### config.mk
export PLATFORM = sky130hd
export DESIGN_NAME = vsp_core_flat
export DESIGN_NICKNAME = d
export VERILOG_FILES = /design/src/rtl/vsp_if.sv /design/src/rtl/vsp_core.sv /design/src/flat_wrapper.sv
export SDC_FILE = /design/constraint.sdc
export NUM_CORES = 1
export LEC_CHECK = 0
export BUFFER_PORTS_ARGS = -buffer_cell sky130_fd_sc_hd__buf_2
export CORE_ASPECT_RATIO = 1.2
export CORE_MARGIN = 2
export CORE_UTILIZATION = 55
export DETAILED_ROUTE_END_ITERATION = 8
export PLACE_DENSITY = 0.81
export SLEW_MARGIN = 10
export SYNTH_ARGS = -nofsm -noshare
export SYNTH_HDL_FRONTEND = slang
export SYNTH_SLANG_ARGS = --single-unit
export TNS_END_PERCENT = 50
### constraint.sdc
create_clock -name clk -period 4.15 [get_ports clk]
set_input_delay 1.245 -clock clk [delete_from_list [all_inputs] [get_ports clk]]
set_output_delay 1.245 -clock clk [all_outputs]
set_load 0.03 [all_outputs]
### src/rtl/vsp_if.sv
// Bus bundle for vsp_core: program-memory fetch port, valid/ready input port
// and strobed output port.
interface vsp_if #(
  parameter int DATA_W = 8,
  parameter int ADDR_W = 8
);
  logic [ADDR_W-1:0]   imem_addr;
  logic [DATA_W+4:0]   imem_data;
  logic [DATA_W-1:0]   indata;
  logic                in_valid;
  logic                in_ready;
  logic [DATA_W-1:0]   outdata;
  logic                out_strobe;

  modport master (
    output imem_addr,
    input  imem_data,
    input  indata,
    input  in_valid,
    output in_ready,
    output outdata,
    output out_strobe
  );

  modport slave (
    input  imem_addr,
    output imem_data,
    output indata,
    output in_valid,
    input  in_ready,
    input  outdata,
    input  out_strobe
  );
endinterface

### src/rtl/vsp_core.sv
// Parametrised accumulator processor: FETCH/EXEC/WAIT_IN/HALT, C/Z flags, jumps.
// Optional internal data memory for LD/ST is built when VSP_DMEM_EN is defined.
module vsp_core #(
  parameter int DATA_W  = 8,
  parameter int ADDR_W  = 8,
  parameter int DMEM_AW = 4
) (
  input  logic              clk,
  input  logic              rst,
  vsp_if.master             bus,
  output logic [DATA_W-1:0] a_value,
  output logic [ADDR_W-1:0] pc_value,
  output logic [DATA_W+4:0] ir_value,
  output logic [1:0]        flags,
  output logic              halted
);
  typedef enum logic [1:0] {S_FETCH, S_EXEC, S_WAIT_IN, S_HALT} state_t;

  localparam logic [4:0] OP_LDI = 5'h01;
  localparam logic [4:0] OP_ADD = 5'h02;
  localparam logic [4:0] OP_SUB = 5'h03;
  localparam logic [4:0] OP_AND = 5'h04;
  localparam logic [4:0] OP_OR  = 5'h05;
  localparam logic [4:0] OP_XOR = 5'h06;
  localparam logic [4:0] OP_IN  = 5'h07;
  localparam logic [4:0] OP_OUT = 5'h08;
  localparam logic [4:0] OP_JMP = 5'h09;
  localparam logic [4:0] OP_JZ  = 5'h0A;
  localparam logic [4:0] OP_JC  = 5'h0B;
  localparam logic [4:0] OP_LD  = 5'h0C;
  localparam logic [4:0] OP_ST  = 5'h0D;
  localparam logic [4:0] OP_HLT = 5'h1F;

  state_t            state_reg;
  logic [DATA_W-1:0] a_reg;
  logic [DATA_W-1:0] out_reg;
  logic [ADDR_W-1:0] pc_reg;
  logic [DATA_W+4:0] ir_reg;
  logic              c_reg;
  logic              z_reg;
  logic              strobe_reg;
  logic              ready_reg;
  logic              halted_reg;

  logic [4:0]        op;
  logic [DATA_W-1:0] imm;
  logic [DATA_W:0]   sum;
  logic [DATA_W:0]   diff;
  logic [DATA_W-1:0] a_next;
  logic              a_wr;
  logic              c_next;
  logic              jump;
  logic [DATA_W-1:0] ld_data;

  assign op  = ir_reg[DATA_W+4:DATA_W];
  assign imm = ir_reg[DATA_W-1:0];

`ifdef VSP_DMEM_EN
  localparam bit DMEM_EN = 1'b1;
  logic [DATA_W-1:0]  dmem_word [2**DMEM_AW];
  logic [DMEM_AW-1:0] dmem_addr;
  logic               st_en;

  assign dmem_addr = imm[DMEM_AW-1:0];
  assign st_en     = (state_reg == S_EXEC) && (op == OP_ST);
  assign ld_data   = dmem_word[dmem_addr];

  genvar gi;
  generate
    for (gi = 0; gi < 2**DMEM_AW; gi++) begin : g_dmem
      logic [DATA_W-1:0] word_reg;
      always_ff @(posedge clk or negedge rst) begin
        if (!rst) begin
          word_reg <= '0;
        end else if (st_en && (dmem_addr == DMEM_AW'(gi))) begin
          word_reg <= a_reg;
        end
      end
      assign dmem_word[gi] = word_reg;
    end
  endgenerate
`else
  localparam bit DMEM_EN = 1'b0;
  logic unused_dmem_aw;
  assign unused_dmem_aw = (DMEM_AW != 0);
  assign ld_data        = '0;
`endif

  // Sum/difference carry one extra bit; for SUB the top bit is the borrow.
  always_comb begin
    sum    = {1'b0, a_reg} + {1'b0, imm};
    diff   = {1'b0, a_reg} - {1'b0, imm};
    a_next = a_reg;
    a_wr   = 1'b0;
    c_next = c_reg;
    jump   = 1'b0;
    case (op)
      OP_LDI: begin a_next = imm; a_wr = 1'b1; end
      OP_ADD: begin a_next = sum[DATA_W-1:0];  c_next = sum[DATA_W];  a_wr = 1'b1; end
      OP_SUB: begin a_next = diff[DATA_W-1:0]; c_next = diff[DATA_W]; a_wr = 1'b1; end
      OP_AND: begin a_next = a_reg & imm; a_wr = 1'b1; end
      OP_OR:  begin a_next = a_reg | imm; a_wr = 1'b1; end
      OP_XOR: begin a_next = a_reg ^ imm; a_wr = 1'b1; end
      OP_LD:  begin
        if (DMEM_EN) begin
          a_next = ld_data;
          a_wr   = 1'b1;
        end
      end
      OP_JMP: jump = 1'b1;
      OP_JZ:  jump = z_reg;
      OP_JC:  jump = c_reg;
      default: ;
    endcase
  end

  always_ff @(posedge clk or negedge rst) begin
    if (!rst) begin
      state_reg  <= S_FETCH;
      a_reg      <= '0;
      out_reg    <= '0;
      pc_reg     <= '0;
      ir_reg     <= '0;
      c_reg      <= 1'b0;
      z_reg      <= 1'b0;
      strobe_reg <= 1'b0;
      ready_reg  <= 1'b0;
      halted_reg <= 1'b0;
    end else begin
      strobe_reg <= 1'b0;
      case (state_reg)
        S_FETCH: begin
          ir_reg    <= bus.imem_data;
          pc_reg    <= pc_reg + ADDR_W'(1);
          state_reg <= S_EXEC;
        end
        S_EXEC: begin
          state_reg <= S_FETCH;
          c_reg     <= c_next;
          if (a_wr) begin
            a_reg <= a_next;
            z_reg <= (a_next == '0);
          end
          // PC already points past this instruction; a taken jump replaces it.
          if (jump) pc_reg <= imm[ADDR_W-1:0];
          case (op)
            OP_IN: begin
              state_reg <= S_WAIT_IN;
              ready_reg <= 1'b1;
            end
            OP_OUT: begin
              out_reg    <= a_reg;
              strobe_reg <= 1'b1;
            end
            OP_HLT: begin
              state_reg  <= S_HALT;
              halted_reg <= 1'b1;
            end
            default: ;
          endcase
        end
        S_WAIT_IN: begin
          if (bus.in_valid) begin
            a_reg     <= bus.indata;
            z_reg     <= (bus.indata == '0);
            ready_reg <= 1'b0;
            state_reg <= S_FETCH;
          end
        end
        S_HALT: ;
        default: state_reg <= S_FETCH;
      endcase
    end
  end

  assign bus.imem_addr  = pc_reg;
  assign bus.in_ready   = ready_reg;
  assign bus.outdata    = out_reg;
  assign bus.out_strobe = strobe_reg;
  assign a_value        = a_reg;
  assign pc_value       = pc_reg;
  assign ir_value       = ir_reg;
  assign flags          = {c_reg, z_reg};
  assign halted         = halted_reg;
endmodule

### src/flat_wrapper.sv
// flat-port wrapper written by rule: the top's interface ports become plain ports
module vsp_core_flat 
#(
  parameter int DATA_W  = 8,
  parameter int ADDR_W  = 8,
  parameter int DMEM_AW = 4
)
  (clk, rst, a_value, pc_value, ir_value, flags, halted, bus_imem_addr, bus_imem_data, bus_indata, bus_in_valid, bus_in_ready, bus_outdata, bus_out_strobe);
  vsp_if #(.DATA_W(DATA_W), .ADDR_W(ADDR_W)) bus_i ();
  input  logic clk;
  input  logic rst;
  output logic [DATA_W-1:0] a_value;
  output logic [ADDR_W-1:0] pc_value;
  output logic [DATA_W+4:0] ir_value;
  output logic [1:0] flags;
  output logic halted;
  output wire logic [$bits(bus_i.imem_addr)-1:0] bus_imem_addr;
  input wire logic [$bits(bus_i.imem_data)-1:0] bus_imem_data;
  input wire logic [$bits(bus_i.indata)-1:0] bus_indata;
  input wire logic [$bits(bus_i.in_valid)-1:0] bus_in_valid;
  output wire logic [$bits(bus_i.in_ready)-1:0] bus_in_ready;
  output wire logic [$bits(bus_i.outdata)-1:0] bus_outdata;
  output wire logic [$bits(bus_i.out_strobe)-1:0] bus_out_strobe;
  assign bus_imem_addr = bus_i.imem_addr;
  assign bus_i.imem_data = bus_imem_data;
  assign bus_i.indata = bus_indata;
  assign bus_i.in_valid = bus_in_valid;
  assign bus_in_ready = bus_i.in_ready;
  assign bus_outdata = bus_i.outdata;
  assign bus_out_strobe = bus_i.out_strobe;
  vsp_core #(.DATA_W(DATA_W), .ADDR_W(ADDR_W), .DMEM_AW(DMEM_AW)) u_core (.clk(clk), .rst(rst), .bus(bus_i), .a_value(a_value), .pc_value(pc_value), .ir_value(ir_value), .flags(flags), .halted(halted));
endmodule
* Word-level counts from Yosys, hierarchy flattened *
Index checks and enable logic that the tools add are counted.

storage, ports and cells
  ROM bits = 0
  memories = 0
  output and inout bits = 50
  memory bits (writable) = 0
  bits of input ports = 24
  latch bits = 0
  register bits = 44

cells by class
  shift-type cells = 0
  divide/modulo/power cells = 0
  bitwise gates (word level) = 3
  muxes and demuxes = 20
  $mul = 0
  eq/ne operators = 18
  reductions and logical operators = 15
  $add $sub $neg = 3
  order comparisons = 0

operator list
  kind                 count
  $pmux 8 s6           1
  $pmux 8 s2           2
  $mux 8               3
  $eq 5x3->1 const B   4
  $eq 5x4->1 const B   4
  $logic_not 8->1      2
  $eq 5x2->1 const B   2
  $reduce_and 2->1     5
  $add 8x8->9          1
  $sub 8x8->9          1
  $add 8x1->8 const B  1
  $and 8x8->8          1
  $or 8x8->8           1
  $xor 8x8->8          1
  $mux 1               7
  $pmux 1 s2           3
  $pmux 2 s3           1
  $reduce_and 3->1     2
  $reduce_bool 2->1    3
  $reduce_or 6->1      1
  $eq 5x1->1 const B   1
  $eq 5x5->1 const B   1
  $ne 2x1->1 const B   2
  $ne 2x2->1 const B   2
  other kinds (7)      7

* Longest topological paths before layout *
Gate-level depths: netlist of the first run.

  depth after elaboration = 5
  gate-level depth with buffers = 10

* Worst setup path after synthesis of the first run *
Ideal clock, no wire load.

  path type = reg-to-reg
  from = reg u_core.a_reg[0], in the netlist u_core.a_value[0]
  to = reg u_core.z_reg
  arrival time = 3,018 ps
  cell stages (with the launch flop) = 10
  library setup time = 92 ps
  data required time = 4,058 ps
  buffers on the path = 0
  period minus slack after synthesis = 3,110 ps
  path slack = 1,040 ps
  cell sequence = dfrtp_1 ha_1 fa_1 a211oi_1 nor2_1 a221o_1 a2111oi_2 nand4_1 or4_1 o31ai_2

on the way
  word-level cells in the longest chain between the ends = 5
  elaborated cells on any way between the ends = 9

ends and longest elaborated chain
  item                                       line             text
  start: declaration                         vsp_core.sv:35   logic [DATA_W-1:0] a_reg;
  start signal: assignment                   vsp_core.sv:141  a_reg <= a_next;
  start signal: assignment                   vsp_core.sv:164  a_reg <= bus.indata;
  $sub 8x8->9, or another cell as far along  vsp_core.sv:92   diff = {1'b0, a_reg} - {1'b0, imm};
  $pmux 8 s6 *                               vsp_core.sv:97   case (op)
  $logic_not 8->1 *                          vsp_core.sv:142  z_reg <= (a_next == '0);
  $mux 1 *                                   vsp_core.sv:140  if (a_wr) begin
  $pmux 1 s2 *                               vsp_core.sv:131  case (state_reg)
  end signal: assignment                     vsp_core.sv:142
  end signal: assignment                     vsp_core.sv:165  z_reg <= (bus.indata == '0);
  end: declaration                           vsp_core.sv:40   logic z_reg;

Mark *: on every way between the ends. The rest lies on a longest branch, timed or not. The select of a mux whose other input is x is not followed.
A chain may end at the register's enable or synchronous reset.

* Worst setup path in the final report of the first run *
Ends and elaborated chain as after synthesis.

==> results.cfg, run 1 <==
[synth]
synth_area_per_cell_sq_um = 8.74
ys_types = 63
synth_async_sr_flop_share_pct = 100
synth_seq_cells = 44
ys.flop_type = dfrtp_1
syn_area_sq_mm = 0.00337
yosysWarnings = 0
syn_nets = 441
ys_seq_area_share_pct = 32.6
synth_edf_count = 0
synth_cells = 386

[clock_tree]
cts_tree = built
postCtsHoldBufs = 0
cts_resized = 0
clkSinkCount = 44
htree_levels = 2
root_buffer = clkbuf_8
clk-insertion-delay-late_ns = 0.30
cts_buffers = 5
clk_pin_slew_ns = 0.09
clockBufferDepth = 2
postCtsSetupBuffers = 0

[timing]
whs_ns = 0.468
final.period_utilization_pct = 77.8
tightest_slew_ns = 0.984
fin_skew_ns = 0.00530
drv_slew = 0
min_period_ns = 3.23
fmax_mhz = 310
grt_setup_unrepaired = false
setup_violations = 0
slew_headroom_pct = 34.4
hold_viol = 0
worst_slack_ns = 0.922
finalSetupTns_ns = 0

[setup_path]
r2r_end = u_core.z_reg
cp-start-kind = flop
path_class = flop to flop
crit_required_ns = 4.37
critPathMaxFanout = 6
worstReg2RegStart = u_core.a_value[0]
r2r_cells = 9
cp-end-kind = flop
regToRegSetupSlack_ns = 0.92
crit_arrival_ns = 3.44

[hold_path]
min_path_type = flop to flop
whs_endpoint = u_core.halted
hold_start = u_core.halted
whs_path_depth = 1

[run]
drv_cap = 0

[cells_and_area]
final_cell_mix = buf_2, dfrtp_1, o21ai_0, nand2_1, ha_1
final-instance-count-excl-fill = 520
final_common_cell = buf_2
diodes = 0
post-route-util_pct = 63.5
syn2layout_area_growth_pct = 12.5
largest_register_ffs = 13
fin_area_sq_mm = 0.00379
fin_nets = 492
drive_gt1_share_pct = 24.2

[die]
fp-row-count = 31
die_area_sq_mm = 0.00678
die_h_microns = 89.8
io_pins = 74
start_util_pct = 56.5
die_x_microns = 75.5
design.core.area_sq_mm = 0.00597

[placed_design]
globalplace.congestion = 0.924
dpl.cell_count = 512
pre_cts_ws_ns = 0.955
placed_area_sq_mm = 0.00368
dpl.hpwl_microns = 6720
io_buffers = 73

[global_routing]
grt_pass1_wl_microns = 14600
gr-total-overflow = 0
grt_util_all_layers_pct = 27.9
antenna_found_initial = 0
grt_max_degree = 45
grt_pass1_vias = 2974

[route]
drtIter0Drc = 265
dr_total_vias = 3119
ant_nets = 0
first_pass_iters = 5
via_per_inst = 6.00
drc = 0
routed_wl_microns = 8960
routedWlPerCell_microns = 17.2

[power_and_ir_drop]
powerDensity_mw_per_mm2 = 948
total_power_mw = 3.60
power_leakage_nw = 1.74
ir_drop_mv = 0.545

[run_status]
status = completed
==> per-layer routing <==
layer	track usage (%)	part of all wire [%]	vias to the layer above
met5	0	0	-
met4	8.92	2.5	0
met3	3.92	7.2	19
met2	44.5	48	145
met1	38.5	43	1480
li1	-	-	1475
==> cell families (layout without fill, tap and decap cells) <==
family	count (synthesis)	in the layout	synth area share [%]
multiplexers	20	20	6.49
XOR/XNOR	2	2	0.519
buffers and inverters	60	112	8.57
AO/OA/AOI/OAI	116	116	23.2
adder cells (fa/ha/maj)	31	31	11.9
AND/OR/NAND/NOR	113	113	16.7
flip-flops	44	44	32.6
==> cells in the mapped netlist, types with 5 or more instances <==
library cell  number  area [sq um]
mux2_2            15           169
o31ai_1            5          37.5
nor3b_1            5          37.5
a211oi_1           6          45.0
nand2b_1           7          43.8
o21ai_0           34           170
clkbuf_1          12          45.0
buf_4             11          82.6
buf_2              5          25.0
nor3_1            11          55.1
nor2_1            24          90.1
nand2_1           32           120
ha_1              29           363
inv_1             27           101
nand3_1            9          45.0
a22o_1             5          43.8
dfrtp_1           44          1100
mux2i_1            5          50.1
a21oi_1           24           120
==> power breakdown <==
| part | total, mW | switching, mW | internal [mW] |
|---|---|---|---|
| clock network | 0.331 | 0.153 | 0.178 |
| logic | 2.34 | 1.51 | 0.831 |
| registers | 0.923 | 0.302 | 0.621 |
| total | 3.60 | 1.97 | 1.63 |
==> cell type report <==
class | instances | area, sq um
Clock inverter | 3 | 42.5
Timing Repair Buffer | 77 | 395
Tap cell | 82 | 103
Clock buffer | 5 | 68.8
Fill cell | 571 | 2180
Inverter | 27 | 101
Sequential cell | 44 | 1100
Multi-Input combinational cell | 282 | 1980
==> worst max path at each step <==
| stage | startpoint | endpoint | slack (ns) | cells after the start |
|---|---|---|---|---|
| CTS | u_core.a_value[0] | u_core.z_reg | 0.93 | 9 |
| floorplan | u_core.a_value[0] | u_core.z_reg | 1.04 | 9 |
| detailed placement | u_core.a_value[0] | u_core.z_reg | 0.96 | 9 |
| global route | u_core.a_value[0] | u_core.z_reg | 0.69 | 9 |
| finish | u_core.a_value[0] | u_core.z_reg | 0.92 | 9 |
| global placement | u_core.a_value[0] | u_core.z_reg | 1.03 | 9 |
==> worst max-delay path, cell delays in order (launching register included) <==
cell and delay [ns]:
dfrtp_1 0.45, ha_1 0.27, fa_1 0.43, a211oi_1 0.33, nor2_1 0.11, a221o_1 0.34, a2111oi_2 0.43, nand4_1 0.12
or4_1 0.50, o31ai_2 0.18
(Power assumes the default switching activity.)
==> run 2: changes to the inputs <==
--- a/config.mk
+++ b/config.mk
@@ -5,12 +5,13 @@
 export SDC_FILE = /design/constraint.sdc
 export NUM_CORES = 1
 export LEC_CHECK = 0
+export ABC_AREA = 1
 export BUFFER_PORTS_ARGS = -buffer_cell sky130_fd_sc_hd__buf_2
 export CORE_ASPECT_RATIO = 1.2
 export CORE_MARGIN = 2
-export CORE_UTILIZATION = 55
+export CORE_UTILIZATION = 50
 export DETAILED_ROUTE_END_ITERATION = 8
-export PLACE_DENSITY = 0.81
+export PLACE_DENSITY = 0.77
 export SLEW_MARGIN = 10
 export SYNTH_ARGS = -nofsm -noshare
 export SYNTH_HDL_FRONTEND = slang
==> constraint.sdc (replaced) <==
create_clock -name clk -period 2.75 [get_ports clk]
set_input_delay 0.825 -clock clk [delete_from_list [all_inputs] [get_ports clk]]
set_output_delay 0.825 -clock clk [all_outputs]
set_load 0.03 [all_outputs]
==> run 2 against run 1 <==
Against the previous run: final area up 3.7%; highest routed layer unchanged; critical path type unchanged; count of clock-buffer cells in the layout increased by 3; register-to-register slack worse by 0.63 ns.
==> results.cfg, run 2 <==
[die]
die_h_microns = 95.7
fp-row-count = 33
io_pins = 74
design.core.area_sq_mm = 0.00681
start_util_pct = 51.4
die_area_sq_mm = 0.00769
die_x_microns = 80.4

[placed_design]
globalplace.congestion = 1.00
io_buffers = 73
pre_cts_ws_ns = 0.346
placed_area_sq_mm = 0.00384
dpl.hpwl_microns = 8400

[synth]
synth_cells = 505
syn_area_sq_mm = 0.00350
synth_top_family_by_area = simple AND/OR/NAND/NOR gates
synthAdderAreaFrac_pct = 11.5
synth.top_cell.area_share_pct = 31.5
synth_area_leaders = dfrtp_1, nand2_1, ha_1
synthMuxAreaShare_pct = 0
syn_nets = 560
ys_types = 36
synth_common_cells = nand2_1, inv_1, nor2_1
synth_seq_cells = 44
synthXorXnorAreaFrac_pct = 0.500
synth_most_common_cell = nand2_1
synthSimpleGateAreaFrac_pct = 31.1
synth_async_sr_flop_share_pct = 100
ys_seq_area_share_pct = 31.5
synth_edf_count = 0
synth_area_per_cell_sq_um = 6.93
yosysWarnings = 0
synth_compound_area_share_pct = 13.5
yosys.area.top_type = dfrtp_1
ys.flop_type = dfrtp_1

[route]
routedWlPerCell_microns = 16.4
routed_wl_microns = 10700
drtIter0Drc = 221
ant_nets = 0
first_pass_iters = 5
via_per_inst = 5.51
dr_total_vias = 3586
drc = 0

[hold_path]
min_path_type = flop to flop

[timing]
drv_slew = 0
finalSetupTns_ns = 0
fmax_mhz = 407
min_period_ns = 2.46
hold_viol = 0
final.period_utilization_pct = 89.3
slew_headroom_pct = 53.7
worst_slack_ns = 0.293
tightest_slew_ns = 0.694
fin_skew_ns = 0.0114
setup_violations = 0
grt_setup_unrepaired = false

[global_routing]
grt.met1_usage_pct = 36.4
grt_pass1_wl_microns = 17200
antenna_found_initial = 0
gr-total-overflow = 0
grt_max_degree = 30
busiest_layer = met2
grt_util_all_layers_pct = 29.2
grt_pass1_vias = 3479
use_met3_pct = 2.94
grt_use_met2_pct = 52.2

[setup_path]
path_class = flop to flop
cp_slowest_stage_delay_ns = 0.51
cp-end-kind = flop
crit_required_ns = 2.92
cpMaxStageDelayCell = ha_1
crit_chain = inv_1 -> ha_1 -> inv_1 -> o21a_1 -> inv_1 -> a21oi_1 -> o21ai_1 -> o21ai_0
cp-start-kind = flop
crit_family = buffers and inverters
critPathMaxFanout = 16
crit_arrival_ns = 2.63
cpMostUsedCell = inv_1
cp.buffers_inverters = 3

[cells_and_area]
fill_cells = 684
seq_area_sq_mm = 0.00110
multi_input_area_sq_mm = 0.00198
largest_register_ffs = 13
syn2layout_area_growth_pct = 12.4
fin_nets = 618
final_common_cell = nand2_1
diodes = 0
drive_gt1_share_pct = 18.1
final_cell_mix = nand2_1, buf_2, inv_1, nor2_1, o21ai_0
fin_area_sq_mm = 0.00394

[clock_tree]
htree_levels = 2
clockBufferDepth = 2
cts_tree = built
root_buffer = clkbuf_8
postCtsHoldBufs = 0
clk-insertion-delay-late_ns = 0.30
cts_resized = 0
cts_buffers = 5
postCtsSetupBuffers = 0
clk_pin_slew_ns = 0.09
clkSinkCount = 44

[run_status]
status = completed

[power_and_ir_drop]
power_leakage_nw = 2.11
ir_drop_mv = 0.854
powerDensity_mw_per_mm2 = 1450

[run]
drv_cap = 0
-- run 2: cell count changes after synthesis, moves of 8 or more --
| cell | previous run | this run |
|---|---|---|
| nand4_1 | 2 | 13 |
| nor2_1 | 24 | 50 |
| mux2_2 | 15 | 0 |
| a21oi_1 | 24 | 16 |
| nand2_1 | 32 | 124 |
| nand3_1 | 9 | 38 |
| o21ai_0 | 34 | 49 |
| inv_1 | 27 | 63 |
-- run 2: kinds of logic (layout without fill, tap and decap cells) --
group / Yosys count / after routing
AOI/OAI and AO/OA: 86 / 86
buffers and inverters: 94 / 153
xor gates and xnor gates: 2 / 2
adders and majority gates: 31 / 31
and+or+nand+nor: 248 / 248
DFF: 44 / 44
-- run 2: path summary, 6_finish.rpt --
kind	startpoint	endpoint	slack (ns)	depth (start not counted)
worst max-delay path	u_core.state_reg[1]	u_core.a_value[3]	0.29	8
worst min-delay path	u_core.halted	u_core.halted	0.48	1
worst max register to register	u_core.state_reg[1]	u_core.a_value[3]	0.29	8
worst min register to register	u_core.halted	u_core.halted	0.48	1
max in group asynchronous	rst	u_core.ir_value[1]	1.57	2
min in group asynchronous	rst	u_core.bus.outdata[0]	0.56	1
-- run 2: routing by layer --
layer,wire [microns],vias to the layer above
li1,-,1736
met1,4500,1702
met2,5460,126
met3,418,22
met4,276,0
met5,0,-
-- run 2: final cells by class --
cell class	count	share of cell area [%]
clock buffers	8	2.29
inverters	68	6.49
multi-input cells	367	50.4
flip-flops and latches	44	28.0
well taps	87	2.77
repair buffers	77	10.0
-- run 2: per-stage QoR --
| step | hold WS (ns) | utilization (%) | cells | total power [mW] |
|---|---|---|---|---|
| 2_1_floorplan | 0.501 | - | 505 | 4.26 |
| 3_3_place_gp | 0.448 | 56.4 | 643 | 5.18 |
| 3_5_place_dp | 0.468 | 56.4 | 643 | 5.21 |
| 4_1_cts | 0.486 | 57.8 | 651 | 5.65 |
| 5_1_grt | 0.491 | 57.8 | 651 | 6.20 |
| 6_report | 0.482 | 57.8 | 651 | 5.69 |
-- run 2: report_power, final --
| group | total, mW | switching, mW | internal [mW] | leakage (nW) |
|---|---|---|---|---|
| Combinational | 3.95 | 2.78 | 1.17 | 1.51 |
| Clock | 0.425 | 0.220 | 0.205 | 0.0455 |
| Sequential | 1.31 | 0.378 | 0.936 | 0.548 |
-- run 2: worst reg2reg max path, stage by stage (launching register included) --
cell     delay (ns)
dfrtp_1        0.43
inv_1          0.09
ha_1           0.51
inv_1          0.42
o21a_1         0.44
inv_1          0.21
a21oi_1        0.06
o21ai_1        0.08
o21ai_0        0.09
==> run 3: changes to the inputs <==
--- a/config.mk
+++ b/config.mk
@@ -7,11 +7,13 @@
 export LEC_CHECK = 0
 export ABC_AREA = 1
 export BUFFER_PORTS_ARGS = -buffer_cell sky130_fd_sc_hd__buf_2
+export CELL_PAD_IN_SITES_DETAIL_PLACEMENT = 2
+export CELL_PAD_IN_SITES_GLOBAL_PLACEMENT = 2
 export CORE_ASPECT_RATIO = 1.2
 export CORE_MARGIN = 2
-export CORE_UTILIZATION = 50
+export CORE_UTILIZATION = 27
 export DETAILED_ROUTE_END_ITERATION = 8
-export PLACE_DENSITY = 0.77
+export PLACE_DENSITY_LB_ADDON = 0.1
 export SLEW_MARGIN = 10
 export SYNTH_ARGS = -nofsm -noshare
 export SYNTH_HDL_FRONTEND = slang
==> run 3 against run 2 <==
Against the previous run: final area up 6.6%; die area up 81%; wire length up 39%; sequential share of layout area down 1.7 points; critical path type unchanged.
==> results.cfg, run 3 (synthesized netlist as in run 2, its figures left out) <==
[run_status]
status = completed

[setup_path]
cp_slowest_stage_delay_ns = 0.43
critPathMaxFanout = 4
cpMaxStageDelayCell = fa_1
cp-end-kind = flop
crit_arrival_ns = 2.73
worstSetupStartpoint = u_core.a_value[0]
cpMostUsedCell = nand2_1
r2r_cells = 14
path_class = flop to flop
crit_required_ns = 2.99
regToRegSetupSlack_ns = 0.26
crit_chain = inv_1 -> ha_1 -> fa_1 -> inv_1 -> nand2_1 -> nand2_1 -> nand3_1 -> nand2_1 -> nand2_1 -> nand3_1 -> nand4_1 -> nor2_1 -> nand3_1 -> a21oi_2
worstReg2RegStart = u_core.a_value[0]
cp-start-kind = flop
endpoint = u_core.z_reg
r2r_end = u_core.z_reg

[die]
design.core.area_sq_mm = 0.0127
die_area_sq_mm = 0.0139
die_h_microns = 129
fp-row-count = 45
io_pins = 74
start_util_pct = 27.6
die_x_microns = 108

[placed_design]
dpl.cell_count = 728
dpl.hpwl_microns = 12000
globalplace.congestion = 0.896
placed_area_sq_mm = 0.00401
pre_cts_ws_ns = 0.263
io_buffers = 73

[route]
first_pass_iters = 4
ant_nets = 0
routedWlPerCell_microns = 20.0
dr_total_vias = 3642
routed_wl_microns = 14800
drc = 0
via_per_inst = 4.95
drtIter0Drc = 110

[cells_and_area]
final-instance-count-excl-fill = 736
post-route-util_pct = 33.1
fin_area_sq_mm = 0.00419
final_common_cell = nand2_1
seq_area_sq_mm = 0.00110
final_cell_mix = nand2_1, buf_2, inv_1, nor2_1, o21ai_0
diodes = 0
fin_nets = 626
fill_cells = 1576
syn2layout_area_growth_pct = 19.8
drive_gt1_share_pct = 19.8
largest_register_ffs = 13
multi_input_area_sq_mm = 0.00198

[hold_path]
min_path_type = flop to flop

[timing]
final.period_utilization_pct = 90.6
grt_setup_unrepaired = false
worst_slack_ns = 0.259
hold_viol = 0
setup_violations = 0
fmax_mhz = 401
tightest_slew_ns = 0.667
slew_headroom_pct = 55.5
drv_slew = 0
min_period_ns = 2.49
fin_skew_ns = 0.0112
whs_ns = 0.465
finalSetupTns_ns = 0

[global_routing]
grt_max_degree = 27
grt_util_all_layers_pct = 22.1
gr-total-overflow = 0
antenna_found_initial = 0
grt_pass1_vias = 3990
grt_pass1_wl_microns = 23100

[clock_tree]
postCtsHoldBufs = 0
clk-insertion-delay-late_ns = 0.30
cts_buffers = 5
clk_pin_slew_ns = 0.08
root_buffer = clkbuf_16
htree_levels = 2
clockBufferDepth = 2
clkSinkCount = 44
cts_tree = built
postCtsSetupBuffers = 0

[run]
drv_cap = 0

[power_and_ir_drop]
total_power_mw = 6.42
power_leakage_nw = 2.19
powerDensity_mw_per_mm2 = 1530
ir_drop_mv = 0.363
## run 3: timing repair
| item | in CTS | in global routing |
|---|---|---|
| resized for setup | 0 | 1 |
| setup endpoints to repair | 0 | 1 |
| hold endpoints to repair | 0 | 0 |
## run 3: worst min path at each step
stage                                to  slack [ns]           startpoint  depth (start not counted)
global route              u_core.halted        0.51        u_core.halted                          1
detailed placement        u_core.halted        0.45        u_core.halted                          1
global placement          u_core.halted        0.45        u_core.halted                          1
finish                    u_core.halted        0.47        u_core.halted                          1
floorplan           u_core.state_reg[1]        0.50  u_core.state_reg[1]                          2
CTS                       u_core.halted        0.47        u_core.halted                          1
## run 3: routing by layer
metal / vias to the layer above / global-route usage [%] / share of wire (%)
met5: - / 0 / 0
met4: 0 / 6.03 / 2.4
met3: 17 / 2.94 / 2.8
met2: 69 / 39.7 / 51
met1: 1810 / 27.7 / 44
li1: 1746 / - / -
## run 3: critical path: cells and delay by family (launching register included)
kind | cells | cell delay [ns]
AOI/OAI and AO/OA | 1 | 0.12
adders and majority gates | 2 | 0.68
buffers and inverters | 2 | 0.18
DFF | 1 | 0.41
and+or+nand+nor | 9 | 1.04
## run 3: where the power goes
group	internal, mW	switching [mW]
logic	1.25	3.12
clock network	0.457	0.303
registers	0.941	0.347
total	2.65	3.77
## run 3: final cells by class
class | instances | share of cell area (%)
clock buffer | 6 | 3.31
clock inverter | 2 | 0.925
inverter | 68 | 6.09
multi-input combinational | 367 | 47.3
sequential | 44 | 26.3
tap | 164 | 4.89
timing repair buffer | 85 | 11.2
